[config.mk]
export PLATFORM = sky130hd
export DESIGN_NAME = fcl1_mac
export DESIGN_NICKNAME = d
export VERILOG_FILES = /design/src/rtl/fcl1_mac.sv
export SDC_FILE = /design/constraint.sdc
export NUM_CORES = 2
export LEC_CHECK = 0
export BUFFER_PORTS_ARGS = -buffer_cell sky130_fd_sc_hd__buf_2
export CAP_MARGIN = 10
export CORE_MARGIN = 3
export CORE_UTILIZATION = 53
export DETAILED_ROUTE_END_ITERATION = 8
export HOLD_SLACK_MARGIN = 0.02
export PLACE_DENSITY_LB_ADDON = 0.05
export SLEW_MARGIN = 20
export SYNTH_ARGS = -nofsm -noshare
export SYNTH_HDL_FRONTEND = slang
export SYNTH_SLANG_ARGS = --single-unit
[constraint.sdc]
create_clock -name clk -period 10.7 [get_ports clk]
set_clock_uncertainty 0.1 [all_clocks]
set_input_delay 0.535 -clock clk [delete_from_list [all_inputs] [get_ports clk]]
set_output_delay 0.535 -clock clk [all_outputs]
set_load 0.1 [all_outputs]
[src/rtl/fcl1_mac.sv]
// fcl1_mac: FCL1 layer, NOUT neurons evaluated serially on one MAC fed by an external weight/bias ROM.
// Define FCL1_RELU_EN to clamp negative results to zero at the output.
module fcl1_mac #(
    parameter int NOUT = 10,
    parameter int AW   = 9
) (
    input  logic                 clk,
    input  logic                 rst,
    input  logic                 start,
    input  logic [111:0]         in_FCL1_1,
    input  logic [111:0]         in_FCL1_2,
    input  logic [111:0]         in_FCL1_3,
    input  logic [111:0]         in_FCL1_4,
    output logic [AW-1:0]        w_addr,
    input  logic signed [15:0]   w_data,
    output logic                 busy,
    output logic                 out_valid,
    output logic [3:0]           out_idx,
    output logic [15:0]          out_data,
    output logic                 done
);
    typedef enum logic [2:0] {S_IDLE, S_BIAS, S_MAC, S_DRAIN, S_OUT} state_t;
    localparam logic [AW-1:0] BIAS_BASE = AW'(28 * NOUT);
    localparam logic [3:0]    LAST      = 4'(NOUT - 1);
    state_t               r_state;
    logic [0:27][15:0]    r_act;
    logic [3:0]           r_n;
    logic [4:0]           r_i;
    logic [AW-1:0]        r_base;
    logic signed [39:0]   r_acc;
    logic [4:0]           w_ai;
    logic signed [15:0]   w_sel;
    logic signed [31:0]   w_prod;
    logic signed [39:0]   w_sum;
    logic signed [39:0]   w_sh;
    logic                 w_fits;
    logic [15:0]          w_sat;
    logic [15:0]          w_res;
    // ROM data lags the address by one cycle, so the product pairs with the previous index
    assign w_ai   = (r_state == S_DRAIN || r_i == 5'd0) ? 5'd27 : r_i - 5'd1;
    assign w_sel  = r_act[w_ai];
    assign w_prod = w_data * w_sel;
    assign w_sum  = r_acc + {{8{w_prod[31]}}, w_prod};
    assign w_sh   = w_sum >>> 8;
    assign w_fits = &w_sh[39:15] | ~|w_sh[39:15];
    assign w_sat  = w_fits ? w_sh[15:0] : (w_sh[39] ? 16'h8000 : 16'h7FFF);
`ifdef FCL1_RELU_EN
    assign w_res  = w_sat[15] ? 16'h0000 : w_sat;
`else
    assign w_res  = w_sat;
`endif
    always_ff @(posedge clk) begin
        if (rst) begin
            r_state   <= S_IDLE;
            r_act     <= '0;
            r_n       <= '0;
            r_i       <= '0;
            r_base    <= '0;
            r_acc     <= '0;
            w_addr    <= '0;
            busy      <= 1'b0;
            out_valid <= 1'b0;
            out_idx   <= '0;
            out_data  <= '0;
            done      <= 1'b0;
        end else begin
            out_valid <= 1'b0;
            done      <= 1'b0;
            case (r_state)
                S_IDLE: if (start) begin
                    r_act   <= {in_FCL1_1, in_FCL1_2, in_FCL1_3, in_FCL1_4};
                    r_n     <= '0;
                    r_base  <= '0;
                    w_addr  <= BIAS_BASE;
                    busy    <= 1'b1;
                    r_state <= S_BIAS;
                end
                S_BIAS: begin
                    w_addr  <= r_base;
                    r_i     <= '0;
                    r_state <= S_MAC;
                end
                S_MAC: begin
                    r_acc   <= (r_i == 5'd0) ? {{16{w_data[15]}}, w_data, 8'h00} : w_sum;
                    r_i     <= r_i + 5'd1;
                    w_addr  <= (r_i == 5'd27) ? w_addr : w_addr + AW'(1);
                    r_state <= (r_i == 5'd27) ? S_DRAIN : S_MAC;
                end
                S_DRAIN: begin
                    r_acc     <= w_sum;
                    out_valid <= 1'b1;
                    out_idx   <= r_n;
                    out_data  <= w_res;
                    done      <= (r_n == LAST);
                    r_state   <= S_OUT;
                end
                S_OUT: if (r_n == LAST) begin
                    busy    <= 1'b0;
                    w_addr  <= '0;
                    r_state <= S_IDLE;
                end else begin
                    r_n     <= r_n + 4'd1;
                    r_base  <= r_base + AW'(28);
                    w_addr  <= BIAS_BASE + AW'(r_n + 4'd1);
                    r_state <= S_BIAS;
                end
                default: r_state <= S_IDLE;
            endcase
        end
    end
endmodule

==> flow_metrics.env <==
export IMPL_status="complete, but fails checks"
export IMPL_violations="setup timing"
export IMPL_slowest_stage="mux4_2"
export IMPL_startpoint_type="flop"
export IMPL_synth_edf_count=0
export IMPL_wl_per_cell_um=19.4
export IMPL_cp_max_fo=8
export IMPL_arrival_ns=11.20
export IMPL_port_buffers=498
export IMPL_drive_gt1_frac=0.241
export IMPL_syn_instance_count=4470
export IMPL_core_um2=66000
export IMPL_reg2reg_setup_slack_ns=-0.10
export IMPL_io_pins=499
export IMPL_grt_usage=0.334
export IMPL_max_slew_margin_rel=0.246
export IMPL_finalSetupViolCount=15
export IMPL_async_flop_share=0
export IMPL_synth_top_cell_area_share=0.305
export IMPL_synth_area_leaders="dfxtp_1 (30%), fa_1 (15%), nand2_1 (13%)"
export IMPL_setup_slack_ns=-0.104
export IMPL_end_kind="flop"
export IMPL_cts_made_buffers=58
export IMPL_yosys_warnings=0
export IMPL_nets=6071
export IMPL_drv_slew=0
export IMPL_finalHoldViolCount=0
export IMPL_vias=34500
export IMPL_critical_path_class="reg -> reg"
export IMPL_routed_via_density=5.64
export IMPL_rsz0062_at_grt="true"
export IMPL_synthFlopType="dfxtp_1"
export IMPL_row_count=94
export IMPL_max_cap_viol_count=0
export IMPL_root_buffer="clkbuf_16"
export IMPL_instances_no_fill=6128
export IMPL_place_gp_congestion=0.936
export IMPL_firstDrtPassIters=7
export IMPL_drc=0
export IMPL_fmax_mhz=92.6
export IMPL_synth_most_common_cell="nand2_1"
export IMPL_synth_distinct_cells=85
export IMPL_gr_total_overflow=0
export IMPL_worstPathBufferInverterCount=13
export IMPL_die_w_um=264
export IMPL_critPathMaxStageDelay_ns=0.56
export IMPL_cts_sinks=539
export IMPL_finalCritPeriodShare=1.01
export IMPL_syn_num_nets=5328
export IMPL_ys_seq_area_frac=0.305
export IMPL_routed_wl_um=119000
export IMPL_fin_crit_ns=10.80
export IMPL_antenna_found_initial=5
export IMPL_syn_area_per_cell_um2=7.92
export IMPL_drtIter0Drc=3094
export IMPL_worstHoldPathType="in -> reg"
export IMPL_cts_tree="done"
export IMPL_place_hpwl_um=87600
export IMPL_syn_area_um2=35400
export IMPL_crit_path_frequent_cell="fa_1"
export IMPL_crit_family="adder cells"
export IMPL_dieArea_um2=69900
export IMPL_dieHeight_um=264
export IMPL_yosysTopAreaCell="dfxtp_1"
export IMPL_clock_latency_ns=0.64
export IMPL_worst_pin_slew_ns=1.13
export IMPL_synthToLayoutAreaGrowth_pct=26.7
export IMPL_grt_max_degree=194
export IMPL_clk_pin_slew_ns=0.06
export IMPL_ys_ff_latch=539
export IMPL_cts_htree_levels=2
export IMPL_grt_pass1_vias=34100
export IMPL_cp_required_ns=11.10
export IMPL_synth_common_cells="nand2_1 (1182), a21oi_1 (640), dfxtp_1 (539)"
export IMPL_clockBufferDepth=3
export IMPL_grt_pass1_wl_um=186000
export IMPL_ant_nets=0
export IMPL_initial_core_util=0.536
export IMPL_place_inst=5898
==> what timing repair did <==
action,CTS,global route
buffers inserted,43,18
cloned,4,0
hold buffers,60,0
resized for setup,120,89
endpoints found under the setup margin,21,28
endpoints found under the hold margin,60,0
pin swaps,97,96
==> path summary, 6_finish.rpt <==
check / startpoint / endpoint / cells past startpoint
worst min register to register: r_act[47] / r_act[47] / 2
worst max register to register: r_i[0] / out_data[5] / 51
worst max-delay path: r_i[0] / out_data[5] / 51
worst min-delay path: in_FCL1_1[68] / r_act[404] / 3
==> state kept, by name, indices dropped and copies added (netlist names) <==
signal and cells:
r_act 448, r_base 7, busy 1, r_acc 40, r_n 4, r_state 3
r_i 5, done 1, w_addr 9, out_valid 1, out_data 16, out_idx 4
==> cell type report <==
type / instances / area, um^2
diodes: 5 / 12.5
clock buffers: 76 / 1600
clock inverters: 30 / 343
fillers: 5712 / 21100
inverters: 308 / 1160
multi-input cells: 3321 / 23200
flip-flops and latches: 539 / 10800
well taps: 864 / 1080
repair buffers: 985 / 6670
==> per-stage QoR <==
stage,util,area (um^2),TNS (ns),hold slack (ns),worst slack [ns]
2_1_floorplan,-,35600,0,0.332,0.0170
3_3_place_gp,0.620,40900,-4.69,0.339,-0.324
3_5_place_dp,0.620,40900,-7.00,0.342,-0.483
4_1_cts,0.673,44400,-0.768,0.0201,-0.0725
5_1_grt,0.679,44800,-9.77,0.0340,-0.599
6_report,0.680,44800,-1.15,0.0404,-0.104
==> placed cells by master (no fill, tap or decap), types with 15 or more instances in the layout <==
master         synthesis  routed
o21a_1                16      16
a211oi_2              10      30
a21oi_2                7      42
xnor2_1               55      53
and3_1                43      42
a22oi_1               22      21
nor3_1                63      59
a21oi_1              640     601
inv_1                307     294
fa_1                 264     254
mux4_2                32      32
nand2_1             1182    1177
and2_1               155     144
a221oi_1              35      28
a21o_1                22      22
clkinv_2               0      15
o21ai_0               54      52
nor2b_1               29      27
buf_6                  2      30
mux2i_1               17      17
clkbuf_16              0      58
nor2_1               189     182
ha_1                 127     115
a211oi_1              80      58
dfxtp_1              539     537
o211ai_1              22      22
xor2_1                23      21
dlygate4sd3_1          0      60
buf_2                 37     497
a31oi_1               34      30
nand3_1               39      38
buf_12                 0      15
buf_4                 10     376
==> worst reg2reg max path: cells and delay by family (launching register included) <==
kind,cells,cell delay (ns)
adder cells (fa/ha/maj),9,3.63
AND/OR/NAND/NOR,14,2.47
flip-flops,1,0.35
buffers and inverters,13,1.39
AO/OA/AOI/OAI,12,1.92
multiplexers,1,0.56
XOR/XNOR,2,0.21
==> layer usage <==
metal  wire length (um)  track usage  up-vias
li1                   -            -    16300
met1              50300        0.455    16700
met2              55100        0.545     1283
met3               8580       0.0458      243
met4               4710        0.125        2
met5                 13            0        -
==> cell families after synthesis <==
| kind of cell | Yosys count | share of synthesized area |
|---|---|---|
| fa+ha+maj | 392 | 0.195 |
| simple gates | 1766 | 0.213 |
| buf+inv | 612 | 0.0677 |
| mux | 51 | 0.0258 |
| xor+xnor | 81 | 0.0209 |
| flops | 539 | 0.305 |
| compound gates | 1029 | 0.173 |
Power is left out: the tool's default activity adds up to more than one toggle a clock period on the data nets, which glitch-free logic cannot reach.
